## config.mk

```make
export PLATFORM = sky130hd
export DESIGN_NAME = lcd_spi_sink
export DESIGN_NICKNAME = d
export VERILOG_FILES = /design/src/rtl/lcd_spi_sink.sv
export SDC_FILE = /design/constraint.sdc
export NUM_CORES = 1
export LEC_CHECK = 0
export CAP_MARGIN = 5
export CORE_MARGIN = 8
export CORE_UTILIZATION = 50
export CTS_CLUSTER_SIZE = 30
export DETAILED_ROUTE_END_ITERATION = 16
export HOLD_SLACK_MARGIN = 0.05
export PLACE_DENSITY = 0.73
export SLEW_MARGIN = 20
export SYNTH_ARGS = -nofsm -noshare
export SYNTH_HDL_FRONTEND = slang
export SYNTH_SLANG_ARGS = --single-unit
```

## constraint.sdc

```tcl
create_clock -name clk_25MHz -period 3 [get_ports clk_25MHz]
set_input_delay 0.3 -clock clk_25MHz [delete_from_list [all_inputs] [get_ports clk_25MHz]]
set_output_delay 0.3 -clock clk_25MHz [all_outputs]
set_load 0.1 [all_outputs]
```

## src/rtl/lcd_spi_sink.sv

```systemverilog
`default_nettype none
// +-----------------------------------------------------------------------------+
// | lcd_spi_sink: oversampling 4-wire LCD SPI receiver with CASET/RASET/RAMWR    |
// | decoding and RGB565 pixel reassembly with window coordinates.                |
// | Rev 1.0                                                                      |
// +-----------------------------------------------------------------------------+
module lcd_spi_sink #(
   parameter int H_RES = 240,
   parameter int V_RES = 160
) (
   input  logic        clk_25MHz,
   input  logic        rst_n,
   input  logic        spi_sclk,
   input  logic        spi_mosi,
   input  logic        spi_cs,
   input  logic        spi_dc,
   output logic        byte_valid,
   output logic [7:0]  byte_data,
   output logic        byte_is_data,
   output logic        cmd_valid,
   output logic        pix_valid,
   output logic [15:0] pix_data,
   output logic [8:0]  pix_x,
   output logic [8:0]  pix_y,
   output logic        frame_done,
   output logic        win_err
);

   localparam logic [1:0] ST_IDLE    = 2'd0;
   localparam logic [1:0] ST_CASET_P = 2'd1;
   localparam logic [1:0] ST_RASET_P = 2'd2;
   localparam logic [1:0] ST_RAMWR   = 2'd3;

   localparam logic [7:0] CMD_CASET = 8'h2A;
   localparam logic [7:0] CMD_RASET = 8'h2B;
   localparam logic [7:0] CMD_RAMWR = 8'h2C;

   localparam int         XE_I   = H_RES - 1;
   localparam int         YE_I   = V_RES - 1;
   localparam logic [8:0] XE_RST = XE_I[8:0];
   localparam logic [8:0] YE_RST = YE_I[8:0];
   localparam logic [15:0] H_LIM = H_RES[15:0];
   localparam logic [15:0] V_LIM = V_RES[15:0];

   // ---------------------------------------------------------------- sync
   logic sclk_s1_q, sclk_s2_q, sclk_s3_q;
   logic mosi_s1_q, mosi_s2_q;
   logic cs_s1_q, cs_s2_q;
   logic dc_s1_q, dc_s2_q;
   logic rise_w;

   always_ff @(posedge clk_25MHz or negedge rst_n) begin
      if (!rst_n) begin
         sclk_s1_q <= 1'b0;
         sclk_s2_q <= 1'b0;
         sclk_s3_q <= 1'b0;
         mosi_s1_q <= 1'b0;
         mosi_s2_q <= 1'b0;
         cs_s1_q   <= 1'b1;
         cs_s2_q   <= 1'b1;
         dc_s1_q   <= 1'b0;
         dc_s2_q   <= 1'b0;
      end else begin
         sclk_s1_q <= spi_sclk;
         sclk_s2_q <= sclk_s1_q;
         sclk_s3_q <= sclk_s2_q;
         mosi_s1_q <= spi_mosi;
         mosi_s2_q <= mosi_s1_q;
         cs_s1_q   <= spi_cs;
         cs_s2_q   <= cs_s1_q;
         dc_s1_q   <= spi_dc;
         dc_s2_q   <= dc_s1_q;
      end
   end

   assign rise_w = sclk_s2_q & ~sclk_s3_q & ~cs_s2_q;

   // -------------------------------------------------------- deserializer
   logic       rise_q, bit_q, bdc_q;
   logic [2:0] cnt_q;
   logic [6:0] shift_q;
   logic       full_q, asm_dc_q;
   logic [7:0] asm_q;

   always_ff @(posedge clk_25MHz or negedge rst_n) begin
      if (!rst_n) begin
         rise_q   <= 1'b0;
         bit_q    <= 1'b0;
         bdc_q    <= 1'b0;
         cnt_q    <= 3'd0;
         shift_q  <= 7'd0;
         full_q   <= 1'b0;
         asm_q    <= 8'd0;
         asm_dc_q <= 1'b0;
      end else begin
         rise_q <= rise_w;
         if (rise_w) begin
            bit_q <= mosi_s2_q;
            bdc_q <= dc_s2_q;
         end
         full_q <= 1'b0;
         if (cs_s2_q) begin
            cnt_q <= 3'd0;
         end else if (rise_q) begin
            shift_q <= {shift_q[5:0], bit_q};
            cnt_q   <= cnt_q + 3'd1;
            if (cnt_q == 3'd7) begin
               full_q   <= 1'b1;
               asm_q    <= {shift_q, bit_q};
               asm_dc_q <= bdc_q;
            end
         end
      end
   end

   always_ff @(posedge clk_25MHz or negedge rst_n) begin
      if (!rst_n) begin
         byte_valid   <= 1'b0;
         byte_data    <= 8'd0;
         byte_is_data <= 1'b0;
         cmd_valid    <= 1'b0;
      end else begin
         byte_valid <= full_q;
         cmd_valid  <= full_q & ~asm_dc_q;
         if (full_q) begin
            byte_data    <= asm_q;
            byte_is_data <= asm_dc_q;
         end
      end
   end

   // ------------------------------------------------------------- decoder
   logic [1:0]  state_q, state_d;
   logic [1:0]  pidx_q, pidx_d;
   logic [23:0] sh_q, sh_d;
   logic [8:0]  xs_q, xs_d, xe_q, xe_d, ys_q, ys_d, ye_q, ye_d;
   logic [8:0]  cur_x_q, cur_x_d, cur_y_q, cur_y_d;
   logic        half_q, half_d;
   logic [7:0]  hi_q, hi_d;
   logic        pix_valid_d, frame_done_d, win_err_d;
   logic [15:0] pix_data_d;
   logic [8:0]  pix_x_d, pix_y_d;
   logic [15:0] start_w, end_w;
   logic        is_cmd_w, is_dat_w;

   assign is_cmd_w = byte_valid & ~byte_is_data;
   assign is_dat_w = byte_valid &  byte_is_data;
   assign start_w  = sh_q[23:8];
   assign end_w    = {sh_q[7:0], byte_data};

   always_ff @(posedge clk_25MHz or negedge rst_n) begin
      if (!rst_n) state_q <= ST_IDLE;
      else        state_q <= state_d;
   end

   always_comb begin
      state_d = state_q;
      if (is_cmd_w) begin
         case (byte_data)
            CMD_CASET: state_d = ST_CASET_P;
            CMD_RASET: state_d = ST_RASET_P;
            CMD_RAMWR: state_d = ST_RAMWR;
            default:   state_d = ST_IDLE;
         endcase
      end else if (is_dat_w && pidx_q == 2'd3 &&
                   (state_q == ST_CASET_P || state_q == ST_RASET_P)) begin
         state_d = ST_IDLE;
      end
   end

   always_comb begin
      pidx_d       = pidx_q;
      sh_d         = sh_q;
      xs_d         = xs_q;
      xe_d         = xe_q;
      ys_d         = ys_q;
      ye_d         = ye_q;
      cur_x_d      = cur_x_q;
      cur_y_d      = cur_y_q;
      half_d       = half_q;
      hi_d         = hi_q;
      win_err_d    = win_err;
      pix_valid_d  = 1'b0;
      frame_done_d = 1'b0;
      pix_data_d   = pix_data;
      pix_x_d      = pix_x;
      pix_y_d      = pix_y;
      if (is_cmd_w) begin
         pidx_d = 2'd0;
         half_d = 1'b0;
         if (byte_data == CMD_RAMWR) begin
            cur_x_d = xs_q;
            cur_y_d = ys_q;
         end
      end else if (is_dat_w) begin
         case (state_q)
            ST_CASET_P, ST_RASET_P: begin
               pidx_d = pidx_q + 2'd1;
               case (pidx_q)
                  2'd0:    sh_d[23:16] = byte_data;
                  2'd1:    sh_d[15:8]  = byte_data;
                  2'd2:    sh_d[7:0]   = byte_data;
                  default: begin
                     // Window committed only if the full 16-bit bounds are legal
                     if (state_q == ST_CASET_P) begin
                        if (start_w <= end_w && end_w < H_LIM) begin
                           xs_d = start_w[8:0];
                           xe_d = end_w[8:0];
                        end else begin
                           win_err_d = 1'b1;
                        end
                     end else begin
                        if (start_w <= end_w && end_w < V_LIM) begin
                           ys_d = start_w[8:0];
                           ye_d = end_w[8:0];
                        end else begin
                           win_err_d = 1'b1;
                        end
                     end
                  end
               endcase
            end
            ST_RAMWR: begin
               if (!half_q) begin
                  hi_d   = byte_data;
                  half_d = 1'b1;
               end else begin
                  half_d      = 1'b0;
                  pix_valid_d = 1'b1;
                  pix_data_d  = {hi_q, byte_data};
                  pix_x_d     = cur_x_q;
                  pix_y_d     = cur_y_q;
                  if (cur_x_q != xe_q) begin
                     cur_x_d = cur_x_q + 9'd1;
                  end else begin
                     cur_x_d = xs_q;
                     if (cur_y_q == ye_q) begin
                        cur_y_d      = ys_q;
                        frame_done_d = 1'b1;
                     end else begin
                        cur_y_d = cur_y_q + 9'd1;
                     end
                  end
               end
            end
            default: ;
         endcase
      end
   end

   always_ff @(posedge clk_25MHz or negedge rst_n) begin
      if (!rst_n) begin
         pidx_q     <= 2'd0;
         sh_q       <= 24'd0;
         xs_q       <= 9'd0;
         xe_q       <= XE_RST;
         ys_q       <= 9'd0;
         ye_q       <= YE_RST;
         cur_x_q    <= 9'd0;
         cur_y_q    <= 9'd0;
         half_q     <= 1'b0;
         hi_q       <= 8'd0;
         win_err    <= 1'b0;
         pix_valid  <= 1'b0;
         frame_done <= 1'b0;
         pix_data   <= 16'd0;
         pix_x      <= 9'd0;
         pix_y      <= 9'd0;
      end else begin
         pidx_q     <= pidx_d;
         sh_q       <= sh_d;
         xs_q       <= xs_d;
         xe_q       <= xe_d;
         ys_q       <= ys_d;
         ye_q       <= ye_d;
         cur_x_q    <= cur_x_d;
         cur_y_q    <= cur_y_d;
         half_q     <= half_d;
         hi_q       <= hi_d;
         win_err    <= win_err_d;
         pix_valid  <= pix_valid_d;
         frame_done <= frame_done_d;
         pix_data   <= pix_data_d;
         pix_x      <= pix_x_d;
         pix_y      <= pix_y_d;
      end
   end

endmodule
`default_nettype wire

```

======== Yosys cells after proc, flatten, opt, wreduce, memory -nomap -nowiden ========
Cells that the tools add are included.
W data, S select, Z words.
storage, ports and cells
  bits in registers ....................... 171
  output and inout port bits .............. 48
  memory bits (read-only) ................. 0
  input port bits ......................... 6
  memories ................................ 0
  memory bits (writable) .................. 0
  latch bits .............................. 0
  word-level logic and storage cells ...... 145
operators by class
  order comparisons ....................... 3
  divide/modulo/power cells ............... 0
  shift-type cells ........................ 0
  add/sub/neg operators ................... 4
  $mul .................................... 0
  reduce and logical (&&, ||, !) cells .... 28
  muxes and demuxes ....................... 41
  bitwise gates (word level) .............. 13
  eq/ne operators ......................... 16
operator list
  kind                   count
  $mux W9                13
  $lt A16 B8 Y1 const B  2
  $eq A8 B6 Y1 const B   3
  $reduce_and A4 Y1      6
  $mux W1                20
  $add A9 B1 Y9 const B  2
  $reduce_and A6 Y1      3
  $le A16 B16 Y1         1
  $reduce_bool A2 Y1     6
  $mux W2                5
  $eq A9 B9 Y1           1
  $ne A9 B9 Y1           1
  $eq A2 B2 Y1 const B   4
  $not A1 Y1             8
  $mux W3                2
  $ne A2 B2 Y1 const B   3
  $pmux W2 S3            1
  $reduce_and A2 Y1      3
  $and A1 B1 Y1          5
  $reduce_and A5 Y1      1
  $eq A2 B1 Y1 const B   2
  $logic_and A1 B1 Y1    4
  $add A3 B1 Y3 const B  1
  $eq A3 B3 Y1 const B   1
  other kinds (7)        7

======== Depth between registers and ports, before layout ========
Gate-level depths: netlist of run 1.
  depth after elaboration ................. 7
  depth in mapped cells ................... 10
  depth with buffers taken out ............ 8

======== Least setup slack after synthesis of run 1 ========
Ideal clock, no wire load.
  path type ............................... reg-to-reg
  start point ............................. register byte_data[5]
  end point ............................... register ys_q[0]
  cell stages (with the launch flop) ...... 10
  library setup time ...................... 125 ps
  arrival time ............................ 3,557 ps
  setup slack ............................. -682 ps
  data required time ...................... 2,875 ps
  cells stage by stage .................... dfrtp_1 clkinv_1 ha_1 and4_1 nand4_1 or3_2 a2111o_1 buf_6 buf_12 mux2_4
between the ends
  cells in the longest elaborated chain, start to end .. 3
ends and longest elaborated chain
  what                                             line  source
  start: declaration                               18    output logic [7:0] byte_data,
  start signal: assignment                         126   byte_data <= asm_q;
  $le A16 B16 Y1 or $lt A16 B8 Y1 (tied branches)  213   if (start_w <= end_w && end_w < V_LIM) begin
  $logic_and A1 B1 Y1 (*)                          213
  $reduce_and A6 Y1 (no source line) (*)           n/a
  end signal: assignment                           274   ys_q <= ys_d;
  end: declaration                                 136   logic [8:0] xs_q, xs_d, xe_q, xe_d, ys_q, ys_d, ye_q, ye_d;
Every way passes the cells marked *; elsewhere a longest branch is shown, timed or not.
A chain may end at the register's enable or synchronous reset.

======== Worst setup path in the final report of run 1 ========
  start point ............................. register byte_data[5]
  end point ............................... register ys_q[6]
The elaborated chain is that of the path after synthesis.

==> results_dict.tcl, run 1 <==
set metrics [dict create \
    outcome "completed" \
    cts_buffers 17 \
    finalSetupViolCount 0 \
    gp_congestion 0.827 \
    clk_root_buffer_cell "clkbuf_16" \
    clockBufferDepth 2 \
    synth_top_family_by_area "simple AND/OR/NAND/NOR gates" \
    post_cts_buffers 0 \
    max_freq_mhz 360 \
    cp.required_ns 3.31 \
    synth_top_area_share_pct 52.1 \
    yosysTopAreaCell "dfrtp_1" \
    synth_edf_count 0 \
    pre_cts_ws_ns 0.175 \
    slew-limit-headroom_pct 48.6 \
    start_kind "flip-flop" \
    grt_pass1_vias 5274 \
    post-route-period-util_pct 92.5 \
    synth-adder-area-share_pct 4.34 \
    wl_per_cell_um 18.1 \
    drive_gt1_share_pct 23.9 \
    fin_ws_ns 0.226 \
    syn_area_per_cell_um2 11.1 \
    synth-compound-area-share_pct 8.73 \
    crit_path_top_delay_cell "dfrtp_4" \
    p_sw_share_pct 24.2 \
    io_pins 54 \
    clock-sinks 171 \
    drcViolationCount 0 \
    clkPwrFrac_pct 46.9 \
    firstDrtPassIters 5 \
    netlist_area_um2 7490 \
    fillers 1202 \
    worstSetupEndpointType "flip-flop" \
    muxShareOfSynthArea_pct 10.7 \
    synth_area_leaders "dfrtp_1 (52%), nand2_1 (7.4%), mux2_2 (6.2%)" \
    synth.distinct_cells 57 \
    hp-class "input pin to flip-flop" \
    path_cells "clkinv_4, ha_1, a21oi_1, o21a_1, o221ai_1, or3_4, a2111o_1, buf_4, mux2_4" \
    multi_input_area_um2 2960 \
    p_comb_share_pct 1.9 \
    critPathMaxFanout 18 \
    worst-slew-pin-transition_ns 0.771 \
    dp_hpwl_um 12000 \
    viasPerCell 5.51 \
    yosys_register_bits 171 \
    final.min_clock_period_ns 2.77 \
    cts_tree "built" \
    arrival_ns 3.09 \
    rows 44 \
    fin_tns_setup_ns 0 \
    synthCells 673 \
    finalHoldViolCount 0 \
    pwr-share-seq_pct 51.2 \
    ir_worst_vdd_v 0.000377 \
    antenna_cells 0 \
    synthXorXnorAreaFrac_pct 2.69 \
    p_sw_mw 1.12 \
    die_y_um 138 \
    dieWidth_um 138 \
    ys_warn_count 0 \
    drv_slew 0 \
    slowest_delay_ns 0.47 \
    drtIter0Drc 250 \
    power_density_nw_per_um2 528 \
    synth_top_flop_cell "dfrtp_1" \
    worstSkewPairLatency_ns 0.43 \
    wirelength_um 16900 \
    cellLeakagePower_nw 4.40 \
    cts_htree_levels 4 \
    p_int_mw 3.50 \
    start_util_pct 51.4 \
    grt_start_max_net_pins 83 \
    antenna_left 0 \
    yosys.area_share.simple_pct 13.0 \
    syn_to_final_growth_pct 17.1 \
    async_reset_ff_share_pct 100 \
    maxCapViolations 0 \
    port_buffers 53 \
    vias 5145 \
    clk_pin_slew_ns 0.08 \
    coreArea_um2 14600 \
    ff_latch_area_um2 4320 \
    synth-seq-area-share_pct 57.4 \
    grt_pass1_wl_um 28300 \
    antenna_found_initial 0 \
    die_area_um2 19200 \
    finClkSkew_ns 0.00991 \
    num-nets-final 768 \
    crit_type "flip-flop to flip-flop" \
    grt_usage_pct 18.3 \
    rsz0062_at_grt "false" \
    grt_remaining_overflow 0 \
    syn-num-nets 705 \
]
synth_stat cells (6+ instances only):
cell	instances
dfstp_2	15
dfrtp_1	156
ha_1	26
nor2_1	17
nand2_1	148
mux2_2	41
mux2_1	9
o21ai_0	66
a21oi_1	17
nand3_1	11
inv_1	26
mux2_4	9
xor2_1	19
clkbuf_1	20
mux2i_1	10
nand4_1	11
nor2b_1	6
timing repair:
action,CTS,global route
hold buffers,1,0
gates resized for setup,0,1
endpoints found under the hold margin,74,0
endpoints found under the setup margin,0,2
area by class of cell:
cell class	count	share of cell area, %
multi-input combinational	448	33.7
sequential	171	49.2
tap	184	2.62
clock inverter	15	1.85
clock buffer	17	4.85
inverter	30	1.41
timing repair buffer	68	6.29
layer usage:
metal / up-vias / global-route usage [%] / share of wire [%]
met4: 0 / 7.27 / 1.5
met5: - / 0 / 0
li1: 2419 / - / -
met3: 20 / 4.21 / 3.7
met1: 2606 / 22.7 / 44
met2: 100 / 30.4 / 51
sequential cells by signal, indices dropped and copies added, names as in the netlist, 2 cells and up:
signal	cells
xs_q	9
pidx_q	2
hi_q	8
asm_q	8
sh_q	24
byte_data	8
cur_x_q	9
ys_q	9
cnt_q	3
ye_q	9
pix_data	16
pix_y	9
cur_y_q	9
pix_x	9
state_q	2
xe_q	9
shift_q	7
final timing paths:
| check | start | to | slack (ns) | cells past startpoint |
|---|---|---|---|---|
| max | byte_data[5] | ys_q[6] | 0.23 | 9 |
| min | spi_cs | cs_s1_q | 0.26 | 1 |
| max reg2reg | byte_data[5] | ys_q[6] | 0.23 | 9 |
| min reg2reg | mosi_s1_q | mosi_s2_q | 0.35 | 0 |
| max in group asynchronous | rst_n | pix_x[7] | 1.67 | 3 |
| min in group asynchronous | rst_n | pix_y[7] | 0.48 | 2 |
cell usage in the layout (no fill, tap or decap), types with 6 or more instances in the layout:
cell and n:
mux2_2 41, ha_1 26, inv_1 26, clkbuf_16 17, nand4_1 11, mux2_1 9
dfrtp_1 149, dfstp_2 15, mux2_4 9, mux2i_1 10, xor2_1 19, nor2_1 17
nor2b_1 6, nand3_1 11, nand2_1 148, inv_8 7, a21oi_1 17, o21ai_0 66
buf_4 60
power by group through the flow:
| stage | clock network, mW | registers (mW) | logic [mW] |
|---|---|---|---|
| finish | 2.17 | 2.37 | 0.0902 |
| global route | 2.32 | 2.37 | 0.105 |
| CTS | 2.22 | 2.37 | 0.0947 |
| detailed placement | 0 | 2.41 | 0.0933 |
| global placement | 0 | 2.41 | 0.0896 |
| floorplan | 0 | 2.40 | 0.0317 |
worst max-delay path, delay by kind of cell, from the launching register on:
kind / cells / cell delay [ns]
flops: 1 / 0.47
simple gates: 1 / 0.41
fa+ha+maj: 1 / 0.32
compound gates: 4 / 0.78
mux: 1 / 0.32
buf+inv: 2 / 0.34
kinds of logic after synthesis:
logic type,count (synthesis)
xor+xnor,23
mux,69
fa+ha+maj,26
simple gates,219
buf+inv,54
compound gates,111
flops,171
per-stage QoR:
stage	std cells	util [%]	cell area, um2	hold WS, ns	power (mW)
2_1_floorplan	673	-	7520	0.00441	2.43
3_3_place_gp	900	56.0	8170	0.331	2.50
3_5_place_dp	900	56.0	8170	0.336	2.51
4_1_cts	933	60.1	8770	0.244	4.68
5_1_grt	933	60.1	8770	0.256	4.79
6_report	933	60.1	8770	0.260	4.63
No activity file was read; power rests on OpenSTA's default activity.
==> run 2: changes to the inputs <==
--- a/config.mk
+++ b/config.mk
@@ -6,12 +6,14 @@
 export NUM_CORES = 1
 export LEC_CHECK = 0
 export CAP_MARGIN = 5
+export CORE_ASPECT_RATIO = 0.75
 export CORE_MARGIN = 8
 export CORE_UTILIZATION = 50
 export CTS_CLUSTER_SIZE = 30
 export DETAILED_ROUTE_END_ITERATION = 16
 export HOLD_SLACK_MARGIN = 0.05
 export PLACE_DENSITY = 0.73
+export SKIP_CTS_REPAIR_TIMING = 1
 export SLEW_MARGIN = 20
 export SYNTH_ARGS = -nofsm -noshare
 export SYNTH_HDL_FRONTEND = slang
==> run 2 against run 1 <==
Against the previous run:
- critical endpoint is now ys_q[4]
- sequential power hardly changed
- via count is 0.68% higher
- largest power group unchanged
- routed wire length grew 3.1%
- critical path type unchanged
- count of clock-buffer cells in the layout is 1 higher
==> results_dict.tcl, run 2 (synthesis gave the netlist of run 1 again) <==
set metrics [dict create \
    finClkSkew_ns 0.00912 \
    grt_pass1_wl_um 28300 \
    final_common_cell "dfrtp_1" \
    largest_register_ffs 24 \
    finalSetupViolCount 0 \
    cts_buffers 17 \
    pre_cts_ws_ns 0.172 \
    r2r_end "ys_q[4]" \
    arrival_ns 3.21 \
    placed_cells 918 \
    p_sw_mw 1.00 \
    p_sw_share_pct 20.9 \
    maxCapViolations 0 \
    drive_gt1_share_pct 23.8 \
    crit_end "ys_q[4]" \
    path_cells "clkinv_4, ha_1, and4_1, nand4_1, or3_2, a2111o_1, buf_4, mux2_4" \
    io_pins 54 \
    num-nets-final 770 \
    final.min_clock_period_ns 2.90 \
    die_area_um2 19200 \
    worst-slew-pin-transition_ns 0.970 \
    largest-register "sh_q" \
    grt_start_max_net_pins 70 \
    dp_hpwl_um 12200 \
    cp.required_ns 3.31 \
    slowest_delay_ns 0.53 \
    pwr-share-seq_pct 49.6 \
    crit_path_top_delay_cell "or3_2" \
    hp-class "input pin to flip-flop" \
    worstSetupEndpointType "flip-flop" \
    finalHoldViolCount 0 \
    antenna_cells 0 \
    final_cell_mix "dfrtp_1 (149), nand2_1 (148), o21ai_0 (66), buf_4 (60), mux2_2 (41)" \
    syn_to_final_growth_pct 18.2 \
    stdcell_count 951 \
    ir_worst_vdd_v 0.000450 \
    die_y_um 122 \
    rsz0062_at_grt "false" \
    cts_tree "built" \
    grt_usage_pct 19.2 \
    gp_congestion 0.863 \
    r2r_cells 8 \
    vias 5180 \
    cts_htree_levels 4 \
    grt_remaining_overflow 0 \
    port_buffers 53 \
    dieWidth_um 157 \
    max_freq_mhz 345 \
    outcome "completed" \
    worstSkewPairLatency_ns 0.43 \
    cellLeakagePower_nw 4.42 \
    clockBufferDepth 2 \
    firstDrtPassIters 5 \
    start_util_pct 51.5 \
    p_int_mw 3.78 \
    drtIter0Drc 385 \
    coreArea_um2 14500 \
    clk_pin_slew_ns 0.06 \
    worstReg2RegStart "byte_data[7]" \
    slew-limit-headroom_pct 35.1 \
    power_density_nw_per_um2 540 \
    drcViolationCount 0 \
    rows 38 \
    cp-startpoint "byte_data[7]" \
    wl_per_cell_um 18.3 \
    antenna_found_initial 0 \
    drv_slew 0 \
    viasPerCell 5.45 \
    post-route-period-util_pct 96.6 \
    hold_start "spi_cs" \
    fin_ws_ns 0.103 \
    reg_top3 "sh_q: 24 flops, pix_data: 16 flops" \
    wirelength_um 17400 \
    start_kind "flip-flop" \
    crit_type "flip-flop to flip-flop" \
    fin_tns_setup_ns 0 \
    critPathMaxFanout 18 \
    power_mw 4.78 \
    p_comb_share_pct 1.9 \
    reg2reg_slack_ns 0.10 \
    clock-sinks 171 \
    grt_pass1_vias 5245 \
    clkPwrFrac_pct 48.5 \
    antenna_left 0 \
    clk_root_buffer_cell "clkbuf_16" \
]
-- run 2: cell count changes in the layout (fill, tap and decap cells not counted), moves of 2 or more --
cell,delta
bufinv_16,+4
clkinv_8,-2
inv_6,-5
clkinvlp_4,+4
clkinv_4,+2
clkinv_2,+2
inv_8,-6
-- run 2: layer usage --
layer	up-vias	track usage (%)	part of all wire, %
met1	2552	26.4	47
met3	28	5.77	7.3
li1	2439	-	-
met2	161	28.5	44
met5	-	0	0
met4	0	6.88	2.0
-- run 2: worst min-delay path by stage --
stage                     end  depth (start not counted)  slack, ns
finish                cs_s1_q                          1       0.28
global placement      dc_s2_q                          0       0.33
detailed placement  mosi_s2_q                          0       0.34
CTS                   hi_q[1]                          1      -0.11
global route          cs_s1_q                          1       0.27
floorplan            asm_dc_q                          0      0.004
-- run 2: final cells by class --
cell class	count	area, um2
clock buffer	18	429
clock inverter	14	196
fill	1199	5690
inverter	30	124
multi-input combinational	448	2950
sequential	171	4320
tap	200	250
timing repair buffer	70	582
-- run 2: metrics by stage --
stage / instance area [um2] / util [%] / hold slack (ns)
detailed placement: 8220 / 56.5 / 0.340
CTS: 8840 / 60.8 / -0.108
floorplan: 7520 / - / 0.00441
global placement: 8220 / 56.5 / 0.335
global route: 8850 / 60.9 / 0.273
finish: 8850 / 60.9 / 0.278
-- run 2: critical path, delay by kind of cell, from the launching register on --
| kind | cells | cell delay (ns) |
|---|---|---|
| muxes | 1 | 0.32 |
| DFF | 1 | 0.47 |
| AOI/OAI and AO/OA | 1 | 0.43 |
| and+or+nand+nor | 3 | 0.88 |
| buffers and inverters | 2 | 0.33 |
| adders and majority gates | 1 | 0.33 |
-- run 2: power groups by stage --
stage	Sequential [mW]	Combinational [mW]	Clock (mW)
6_report	2.37	0.0918	2.32
4_1_cts	2.37	0.0949	2.36
2_1_floorplan	2.40	0.0317	0
3_5_place_dp	2.41	0.0947	0
5_1_grt	2.37	0.106	2.45
3_3_place_gp	2.41	0.0908	0
